**config.mk**
```make
export PLATFORM = sky130hd
export DESIGN_NAME = fir_xifu_issue_q
export DESIGN_NICKNAME = d
export VERILOG_FILES = /design/src/rtl/fir_xifu_issue_q.sv
export SDC_FILE = /design/constraint.sdc
export NUM_CORES = 1
export LEC_CHECK = 0
export CAP_MARGIN = 20
export CORE_ASPECT_RATIO = 0.7
export CORE_MARGIN = 3
export CORE_UTILIZATION = 55
export CTS_BUF_LIST = sky130_fd_sc_hd__clkbuf_4
export DETAILED_ROUTE_END_ITERATION = 6
export GPL_TIMING_DRIVEN = 0
export PLACE_DENSITY_LB_ADDON = 0.3
export SETUP_SLACK_MARGIN = 0.3
export SKIP_LAST_GASP = 1
export SYNTH_ARGS = -nofsm -noshare
export SYNTH_HDL_FRONTEND = slang
export SYNTH_SLANG_ARGS = --single-unit
export TNS_END_PERCENT = 10
```
**constraint.sdc**
```tcl
create_clock -name clk_i -period 10.75 [get_ports clk_i]
set_input_delay 2.15 -clock clk_i [delete_from_list [all_inputs] [get_ports clk_i]]
set_output_delay 2.15 -clock clk_i [all_outputs]
set_load 0.01 [all_outputs]
```
**src/rtl/fir_xifu_issue_q.sv**
```systemverilog
// fir_xifu_issue_q -- XIF issue/decode stage of the FIR XIFU.
//
// Decodes custom-opcode instructions (xfirlw, xfirsw, xfirdotp and optionally
// xfirdotpz), answers the XIF issue request and queues accepted instructions
// in a DEPTH-entry FIFO towards EX. A per-register busy scoreboard holds off
// issue while an instruction would read or write an XIFU register that an
// older, not yet written-back instruction is going to write.
//
// Ports
//   clk_i, rst_i          clock, asynchronous active-high reset
//   clear_i               synchronous flush of FIFO and scoreboard
//   issue_*               XIF issue request / response
//   ctrl_issue_o/ctrl_id_o pulse + id for every accepted instruction
//   ex_*                  FIFO head towards EX (all zero while empty)
//   wb_valid_i/wb_rd_i    EX write-back of an XIFU register (clears busy)
//
// Handshakes: a transfer happens in a cycle where valid and ready are both
// high. issue_ready_o never depends on anything registered from the same
// cycle's transfer; ex_valid_o depends only on FIFO state, never on ex_ready_i.
module fir_xifu_issue_q #(
   parameter int         NREGS    = 32,
   parameter int         DEPTH    = 2,
   parameter int         ID_W     = 4,
   parameter logic [6:0] OPCODE   = 7'h0B,
   parameter bit         EN_DOTPZ = 1'b1,
   localparam int        REG_W    = (NREGS > 1) ? $clog2(NREGS) : 1
) (
   input  logic             clk_i,
   input  logic             rst_i,
   input  logic             clear_i,
   input  logic             issue_valid_i,
   output logic             issue_ready_o,
   input  logic [31:0]      issue_instr_i,
   input  logic [31:0]      issue_rs0_i,
   input  logic [ID_W-1:0]  issue_id_i,
   output logic             issue_accept_o,
   output logic             issue_wb_o,
   output logic             issue_ls_o,
   output logic             ctrl_issue_o,
   output logic [ID_W-1:0]  ctrl_id_o,
   output logic             ex_valid_o,
   input  logic             ex_ready_i,
   output logic [1:0]       ex_op_o,
   output logic [31:0]      ex_base_o,
   output logic [31:0]      ex_offset_o,
   output logic [4:0]       ex_shift_o,
   output logic [REG_W-1:0] ex_rs1_o,
   output logic [REG_W-1:0] ex_rs2_o,
   output logic [REG_W-1:0] ex_rd_o,
   output logic [ID_W-1:0]  ex_id_o,
   input  logic             wb_valid_i,
   input  logic [REG_W-1:0] wb_rd_i
);

   localparam int PTR_W = (DEPTH > 1) ? $clog2(DEPTH) : 1;
   localparam int CNT_W = $clog2(DEPTH + 1);

   localparam logic [1:0] OP_LW    = 2'd0;
   localparam logic [1:0] OP_SW    = 2'd1;
   localparam logic [1:0] OP_DOTP  = 2'd2;
   localparam logic [1:0] OP_DOTPZ = 2'd3;

   typedef struct packed {
      logic [1:0]       op;
      logic [31:0]      base;
      logic [31:0]      offset;
      logic [4:0]       shift;
      logic [REG_W-1:0] rs1;
      logic [REG_W-1:0] rs2;
      logic [REG_W-1:0] rd;
      logic [ID_W-1:0]  id;
   } entry_t;

   entry_t             mem_q [DEPTH];
   entry_t             mem_d [DEPTH];
   logic [PTR_W-1:0]   wr_ptr_q, wr_ptr_d;
   logic [PTR_W-1:0]   rd_ptr_q, rd_ptr_d;
   logic [CNT_W-1:0]   count_q, count_d;
   logic [NREGS-1:0]   busy_q, busy_d;

   // Instruction fields
   logic [4:0]       rd_f, rs1_f, rs2_f;
   logic [2:0]       funct3;
   logic [REG_W-1:0] rd_idx, rs1_idx, rs2_idx;

   assign rd_f    = issue_instr_i[11:7];
   assign rs1_f   = issue_instr_i[19:15];
   assign rs2_f   = issue_instr_i[24:20];
   assign funct3  = issue_instr_i[14:12];
   assign rd_idx  = REG_W'(rd_f);
   assign rs1_idx = REG_W'(rs1_f);
   assign rs2_idx = REG_W'(rs2_f);

   function automatic logic reg_oob(input logic [4:0] f);
      return {27'd0, f} >= 32'(NREGS);
   endfunction

   // Decode results
   logic        dec_ok, dec_lsw;
   logic [1:0]  dec_op;
   logic [31:0] dec_offset;
   logic [4:0]  dec_shift;
   logic        uses_rs1, uses_rs2, uses_rd, writes_rd;
   logic        reg_bad, accept, hazard, full, push, pop;
   entry_t      new_entry, head;

   always_comb begin
      dec_ok     = 1'b0;
      dec_lsw    = 1'b0;
      dec_op     = OP_LW;
      dec_offset = 32'd0;
      dec_shift  = 5'd0;
      uses_rs1   = 1'b0;
      uses_rs2   = 1'b0;
      uses_rd    = 1'b0;
      writes_rd  = 1'b0;
      if (issue_instr_i[6:0] == OPCODE) begin
         unique case (funct3)
            3'b000: begin
               dec_ok     = 1'b1;
               dec_lsw    = 1'b1;
               dec_op     = OP_LW;
               dec_offset = {{20{issue_instr_i[31]}}, issue_instr_i[31:20]};
               writes_rd  = 1'b1;
            end
            3'b001: begin
               // rd field carries the store shift amount, not a register
               dec_ok     = 1'b1;
               dec_lsw    = 1'b1;
               dec_op     = OP_SW;
               dec_offset = {{25{issue_instr_i[31]}}, issue_instr_i[31:25]};
               dec_shift  = rd_f;
               uses_rs2   = 1'b1;
            end
            3'b010: begin
               dec_ok    = 1'b1;
               dec_op    = OP_DOTP;
               uses_rs1  = 1'b1;
               uses_rs2  = 1'b1;
               uses_rd   = 1'b1;
               writes_rd = 1'b1;
            end
            3'b011: begin
               dec_ok    = EN_DOTPZ;
               dec_op    = OP_DOTPZ;
               uses_rs1  = 1'b1;
               uses_rs2  = 1'b1;
               writes_rd = 1'b1;
            end
            default: ;
         endcase
      end
   end

   assign reg_bad = (uses_rs1 & reg_oob(rs1_f)) |
                    (uses_rs2 & reg_oob(rs2_f)) |
                    ((uses_rd | writes_rd) & reg_oob(rd_f));
   assign accept  = dec_ok & ~reg_bad;

   // Only meaningful when accept is high, where every used index is in range
   assign hazard  = (uses_rs1 & busy_q[rs1_idx]) |
                    (uses_rs2 & busy_q[rs2_idx]) |
                    ((uses_rd | writes_rd) & busy_q[rd_idx]);

   assign full    = (count_q == CNT_W'(DEPTH));

   // Unsupported instructions are answered immediately (accept=0) without
   // waiting for FIFO space or hazards.
   assign issue_ready_o  = issue_valid_i & ~clear_i & (~accept | (~full & ~hazard));
   assign issue_accept_o = issue_valid_i & accept;
   assign issue_wb_o     = issue_valid_i & accept & dec_lsw;
   assign issue_ls_o     = issue_valid_i & accept & dec_lsw;

   assign push         = issue_valid_i & issue_ready_o & accept;
   assign ctrl_issue_o = push;
   assign ctrl_id_o    = push ? issue_id_i : '0;

   always_comb begin
      new_entry        = '0;
      new_entry.op     = dec_op;
      new_entry.base   = issue_rs0_i;
      new_entry.offset = dec_offset;
      new_entry.shift  = dec_shift;
      new_entry.rs1    = rs1_idx;
      new_entry.rs2    = rs2_idx;
      new_entry.rd     = rd_idx;
      new_entry.id     = issue_id_i;
   end

   assign ex_valid_o = (count_q != '0);
   assign pop        = ex_valid_o & ex_ready_i;
   assign head       = ex_valid_o ? mem_q[rd_ptr_q] : '0;

   assign ex_op_o     = head.op;
   assign ex_base_o   = head.base;
   assign ex_offset_o = head.offset;
   assign ex_shift_o  = head.shift;
   assign ex_rs1_o    = head.rs1;
   assign ex_rs2_o    = head.rs2;
   assign ex_rd_o     = head.rd;
   assign ex_id_o     = head.id;

   function automatic logic [PTR_W-1:0] ptr_inc(input logic [PTR_W-1:0] p);
      return (p == PTR_W'(DEPTH - 1)) ? '0 : p + PTR_W'(1);
   endfunction

   always_comb begin
      mem_d    = mem_q;
      wr_ptr_d = wr_ptr_q;
      rd_ptr_d = rd_ptr_q;
      count_d  = count_q;
      busy_d   = busy_q;
      if (clear_i) begin
         wr_ptr_d = '0;
         rd_ptr_d = '0;
         count_d  = '0;
         busy_d   = '0;
      end else begin
         if (push) begin
            mem_d[wr_ptr_q] = new_entry;
            wr_ptr_d        = ptr_inc(wr_ptr_q);
         end
         if (pop) begin
            rd_ptr_d = ptr_inc(rd_ptr_q);
         end
         unique case ({push, pop})
            2'b10:   count_d = count_q + CNT_W'(1);
            2'b01:   count_d = count_q - CNT_W'(1);
            default: count_d = count_q;
         endcase
         // Clear first so a same-cycle set of the same register wins
         if (wb_valid_i) begin
            busy_d[wb_rd_i] = 1'b0;
         end
         if (push & writes_rd) begin
            busy_d[rd_idx] = 1'b1;
         end
      end
   end

   always_ff @(posedge clk_i or posedge rst_i) begin
      if (rst_i) begin
         for (int i = 0; i < DEPTH; i++) begin
            mem_q[i] <= '0;
         end
         wr_ptr_q <= '0;
         rd_ptr_q <= '0;
         count_q  <= '0;
         busy_q   <= '0;
      end else begin
         mem_q    <= mem_d;
         wr_ptr_q <= wr_ptr_d;
         rd_ptr_q <= rd_ptr_d;
         count_q  <= count_d;
         busy_q   <= busy_d;
      end
   end

endmodule

```
==> results_dict.tcl <==
set metrics [dict create \
    final_common_cell "dfrtp_1" \
    peakVddDrop_uv 71.2 \
    fillerInstances 1206 \
    synth_edf_count 0 \
    yosys_warnings 0 \
    synthTopCellsByArea "dfrtp_1 48%, mux2i_1 9.2%, mux2_1 7.5%, mux4_2 5.7%, mux2_2 5.2%" \
    cts_buffer_depth 2 \
    powerDensity_nw_per_um2 103 \
    drt_first_pass_iters 5 \
    fin_crit_ps 7990 \
    syn_inst 818 \
    dp_hpwl_mm 18.3 \
    seq_area_frac_synth 0.482 \
    cp_common_cell "clkdlybuf4s50_1" \
    maxCapViolCount 0 \
    final_nets 1088 \
    synth_cell_type_count 46 \
    crit_path_top_delay_cell "nor3_1" \
    cp_max_fo 10 \
    ys_async_sr_fraction 1.00 \
    area_growth_pct 25.7 \
    synth_area_um2 9130 \
    cp.required_ps 8600 \
    antenna_found_initial 1 \
    relSlewSlack 0.306 \
    vias 7204 \
    io_pins 179 \
    hold_viol 0 \
    vias_per_cell 5.79 \
    drc 0 \
    seqPwrFrac 0.565 \
    clk_latency_ps 590 \
    slowest_delay_ps 830 \
    start_kind "primary input" \
    clock-root-buffer "clkbuf_4" \
    p_clk_frac 0.356 \
    yosysTopAreaCell "dfrtp_1" \
    finalSetupViolCount 0 \
    initial_utilization 0.575 \
    critPathCaptureType "primary output" \
    gp_congestion 0.945 \
    fin_cells 1244 \
    drt_wl_total_mm 24.4 \
    place_inst 1208 \
    grt-ovfl-total 0 \
    wl_per_cell_um 19.6 \
    finalMaxSlewViolations 0 \
    p_comb_frac 0.079 \
    fmax_mhz 125 \
    holdBufCountCts 0 \
    dieArea_um2 18200 \
    final.setup.tns_ps 0 \
    synth_ff_type "dfrtp_1" \
    p_sw_frac 0.241 \
    die_h_um 114 \
    hp-class "reg -> reg" \
    grt_usage 0.276 \
    path_class "in -> out" \
    status "finished, final reports clean" \
    cts_buffers 17 \
    rsz0062_at_grt "no" \
    mappedNetlistNets 897 \
    internal-power_uw 896 \
    drive_above_1_share 0.153 \
    cp_data_arrival_time_ps 5840 \
    grt_max_degree 98 \
    critPathBufInv 3 \
    grt_pass1_vias 7179 \
    grt_pass1_wl_mm 39.2 \
    path_clk_slew_ps 140 \
    cts_tree "built" \
    mostFrequentLayoutCells "176 x dfrtp_1, 169 x clkdlybuf4s50_1, 84 x mux2i_1, 82 x nor2_1, 82 x nand2_1" \
    die_x_um 160 \
    h-tree-depth 4 \
    drtAntennaViolNets 0 \
    crit_chain "clkdlybuf4s50_1 -> buf_2 -> mux4_2 -> mux2i_1 -> nand2_1 -> a31o_2 -> nor3_1 -> and2_1 -> clkdlybuf4s50_1" \
    power.switching_uw 285 \
    cts.sinks 176 \
    crit_family "buffers and inverters" \
    yosysTopAreaCellShare 0.482 \
    postCtsSetupBuffers 0 \
    finalPower_mw 1.18 \
    period_share 0.744 \
    drt_iter0_drc 669 \
    worst_pin_slew_ps 1030 \
    design.core.area_um2 15900 \
    rows 38 \
    p_leak_nw 4.83 \
    ctsResizeCount 0 \
    avgSynthCellArea_um2 11.2 \
    clock_skew_ps 21.5 \
    ys_ff_latch 176 \
    io_buffers 169 \
]
sequential cells by signal, indices dropped and copies added (netlist names):
signal,flops
mem_q,140
busy_q,32
count_q,2
rd_ptr_q,1
wr_ptr_q,1
worst register-to-register path, cell delays in order (launching register included):
cell and delay (ps):
dfrtp_1 460, mux4_2 490, mux2i_1 280, nand2_1 150, a31oi_1 280, nand4_1 390, buf_2 360, buf_2 230
nand2_1 110, o21ai_1 70
layer usage:
layer | up-vias | share of wire | global-route usage
met2 | 368 | 0.43 | 0.404
met1 | 3515 | 0.45 | 0.397
met5 | - | 0 | 0
met3 | 41 | 0.11 | 0.100
li1 | 3280 | - | -
met4 | 0 | 0.016 | 0.0636
final cells by class:
class	count	area (µm²)	share of cell area
plain buffers	75	393	0.0342
repair buffers	172	1730	0.151
multi-input cells	561	4310	0.376
clock inverters	13	186	0.0162
diodes	2	5.00	0.000436
flip-flops and latches	176	4400	0.384
inverters	6	30.0	0.00262
clock buffers	19	143	0.0124
well taps	220	275	0.0240
final timing paths:
kind | slack [ps] | endpoint | cells past startpoint | startpoint
max | 2760 | ctrl_id_o[1] | 9 | issue_instr_i[16]
min | 500 | mem_q[33] | 2 | mem_q[33]
max reg2reg | 7820 | mem_q[26] | 9 | busy_q[7]
min reg2reg | 500 | mem_q[33] | 2 | mem_q[33]
max in group asynchronous | 7830 | busy_q[26] | 3 | rst_i
min in group asynchronous | 2040 | mem_q[64] | 2 | rst_i
through the flow:
step / setup WS (ps) / hold slack [ps] / area [µm²] / util
2_1_floorplan: 3830 / 449 / 9130 / -
3_3_place_gp: 1690 / 460 / 11100 / 0.699
3_5_place_dp: 2830 / 471 / 11100 / 0.701
4_1_cts: 2830 / 501 / 11500 / 0.722
5_1_grt: 2620 / 524 / 11500 / 0.723
6_report: 2760 / 501 / 11500 / 0.723
logic make-up after synthesis:
logic type | Yosys count | synth area share
flip-flops | 176 | 0.482
XOR/XNOR | 3 | 0.00288
AND/OR/NAND/NOR | 241 | 0.122
AO/OA/AOI/OAI | 107 | 0.0716
buffers and inverters | 81 | 0.0455
multiplexers | 210 | 0.276
synth_stat cells (all sizes together) (3+ instances only):
cell type and instances:
dfrtp 176, mux2 103, mux2i 84, nand2 82, nor2 82, o21ai 75, buf 52, clkbuf 23
mux4 23, nand3 22, o211ai 16, and2 12, a22o 7, nand3b 7, nor3b 7, inv 5
nor2b 5, nor3 5, a31oi 3, nand4b 3, nor4 3, or2 3
power by group through the flow:
stage	logic, mW	registers, mW	clock network (mW)
CTS	0.0921	0.667	0.424
global route	0.100	0.668	0.455
floorplan	0.0423	0.679	0
finish	0.0932	0.667	0.421
detailed placement	0.0917	0.680	0
global placement	0.0884	0.680	0
Power figures use the tool's default switching activity.
==> patch (same flow settings) <==
Set the parameter `DEPTH` to 1 (it was 2).
--- a/src/rtl/fir_xifu_issue_q.sv
+++ b/src/rtl/fir_xifu_issue_q.sv
@@ -19,7 +19,7 @@
 // cycle's transfer; ex_valid_o depends only on FIFO state, never on ex_ready_i.
 module fir_xifu_issue_q #(
    parameter int         NREGS    = 32,
-   parameter int         DEPTH    = 2,
+   parameter int         DEPTH    = 1,
    parameter int         ID_W     = 4,
    parameter logic [6:0] OPCODE   = 7'h0B,
    parameter bit         EN_DOTPZ = 1'b1,
Behaviour: not the same (Yosys sat finds a counterexample within 4 cycles, from zero or initial values and one cycle with rst_i high).
==> patch against the unedited design <==
Fmax grew 1.1%; highest routed layer unchanged; power shrank 42%; setup slack gained 0.084 ns; area after synthesis shrank 28%; routed wire length shrank 17%; final area shrank 25%; clock power shrank 55%; largest cell class is now multi-input combinational cells; sequential cell count shrank 73; combinational power grew 12%; sequential share of layout area shrank 8.5 points.
==> patch: results (changes against the unedited design) <==
[finish]
antenna_cells=0  ; was 2
fin_cells=908  ; was 1,244
largest_reg_flops=70  ; was 140
nets=829  ; was 1,088
top_register=mem_q  ; unchanged
drive_above_1_share_pct=20.4  ; was 15.3%

[routing]
via_per_inst=6.02  ; was 5.79
drt_iter0_drc=632  ; was 669
drcViolationCount=0  ; unchanged
drtPass1Iterations=6  ; was 5
wl_per_cell_um=22.2  ; was 19.6 µm

[setup_path]
rrSetupSlack_ns=7.52  ; was 7.82 ns
critical_path_arrival_ns=5.76  ; was 5.84 ns
r2r-start=busy_q[2]  ; was busy_q[7]
worstPathMaxFanout=5  ; was 10
r2r_cells=8  ; was 9
r2r_end=busy_q[5]  ; was mem_q[26]

[synthesis]
synth_fp_nets=647  ; was 897
synth.most_common_cell=dfrtp_1  ; unchanged
yosysSeqAreaShare_pct=39.2  ; was 48.2%
yosysWarnings=0  ; unchanged
synthCells=568  ; was 818
synth_cell_types=50  ; was 46
synth_async_sr_flop_share_pct=100  ; unchanged
yosys-top-cells-count=103 x dfrtp_1, 74 x and2_1, 64 x mux2_4  ; was 176 x dfrtp_1, 84 x mux2i_1, 82 x nand2_1, 82 x nor2_1, 61 x mux2_1
ys_top_cells_by_area=dfrtp_1 39%, mux2_4 15%, and2_1 7.0%  ; was dfrtp_1 48%, mux2i_1 9.2%, mux2_1 7.5%

[run_status]
outcome=finished clean  ; unchanged

[clock_tree]
cts_tree=done  ; unchanged
root_buffer=clkbuf_4  ; unchanged
cts_made_buffers=9  ; was 17
post_cts_resize_count=0  ; unchanged
clock_path_buffers=2  ; unchanged
htree_levels=3  ; was 4
path_clk_slew_ns=0.16  ; was 0.14 ns
insertion_delay_ns=0.48  ; was 0.59 ns
post-cts-setup-buffer-count=0  ; unchanged

[timing]
fin_skew_ns=0.0134  ; was 0.0215 ns
drv_slew=0  ; unchanged
worst_hold_slack_ns=0.522  ; was 0.501 ns
period_share_pct=73.6  ; was 74.4%
slew_headroom_pct=34.4  ; was 30.6%

[hold_path]
holdPathEnd=mem_q[67]  ; was mem_q[33]
min_path_type=register to register  ; unchanged
min_from=mem_q[67]  ; was mem_q[33]
holdPathStages=1  ; was 2

[place]
place_congestion=0.980  ; was 0.945
port_buffers=170  ; was 169
hpwlAfterDp_um=15300  ; was 18,300 µm
numPlacedInstances=892  ; was 1,208
dpl_worst_slack_ns=2.91  ; was 2.83 ns

[pwr]
peakVddDrop_mv=0.0597  ; was 0.0712 mV
switching_share_pct=29.0  ; was 24.1%
p_seq_share_pct=57.3  ; was 56.5%
power_leakage_nw=3.99  ; was 4.83 nW

[global_route]
antenna_found_initial=0  ; was 1
grt_usage_pct=30.4  ; was 27.6%
grt_pass1_wl_um=31100  ; was 39,200 µm
grt_max_degree=66  ; was 98
grt_pass1_vias=5403  ; was 7,179

==> patch: kinds of logic (layout without fill, tap and decap cells) <==
group,Yosys count,count (layout),share of synthesized area (%)
flops,103,103,39.2
buf+inv,76,263,9.30
mux,105,105,24.8
compound gates,68,68,7.85
simple gates,216,216,18.9
==> patch: layer usage <==
layer  vias up  GRT usage (%)  wire (µm)  part of all wire, %
met2       365           42.9       8840                   44
met5         -              0          0                    0
met3        51           11.4       2500                   12
met1      2675           43.7       8370                   41
li1       2379              -          -                    -
met4         0           8.75        478                  2.4
==> patch: metrics by stage <==
| step | power, mW | instance area (µm²) |
|---|---|---|
| floorplan | 0.450 | 6580 |
| global placement | 0.498 | 8470 |
| detailed placement | 0.502 | 8510 |
| CTS | 0.687 | 8620 |
| global route | 0.710 | 8620 |
| finish | 0.687 | 8620 |
==> patch: cell type report <==
class	instances	area [µm²]
multi-input cells	389	3400
fillers	756	2710
flip-flops and latches	103	2580
repair buffers	171	1730
plain buffers	65	571
well taps	153	191
clock buffers	9	67.6
clock inverters	7	46.3
inverters	11	43.8
==> patch: power groups by stage <==
stage / Clock, mW / Sequential (mW) / Combinational (mW)
3_5_place_dp: 0 / 0.401 / 0.101
2_1_floorplan: 0 / 0.400 / 0.0501
5_1_grt: 0.206 / 0.394 / 0.110
6_report: 0.189 / 0.394 / 0.104
3_3_place_gp: 0 / 0.401 / 0.0969
4_1_cts: 0.192 / 0.394 / 0.101
==> patch: worst max path at each step <==
stage	to	cells after the start	from
floorplan	ctrl_id_o[0]	7	issue_instr_i[20]
global placement	ctrl_id_o[2]	9	issue_instr_i[20]
detailed placement	issue_ready_o	11	issue_instr_i[20]
CTS	issue_ready_o	11	issue_instr_i[20]
global route	issue_ready_o	11	issue_instr_i[20]
finish	ctrl_id_o[1]	8	issue_instr_i[20]
==> patch: worst max-delay path, stage by stage <==
cell and delay (ns):
clkdlybuf4s50_1 0.57, mux4_1 0.59, mux2_2 0.31, a221o_1 0.35
o311a_1 0.14, nor4b_2 0.87, and2_1 0.24, clkdlybuf4s50_1 0.53
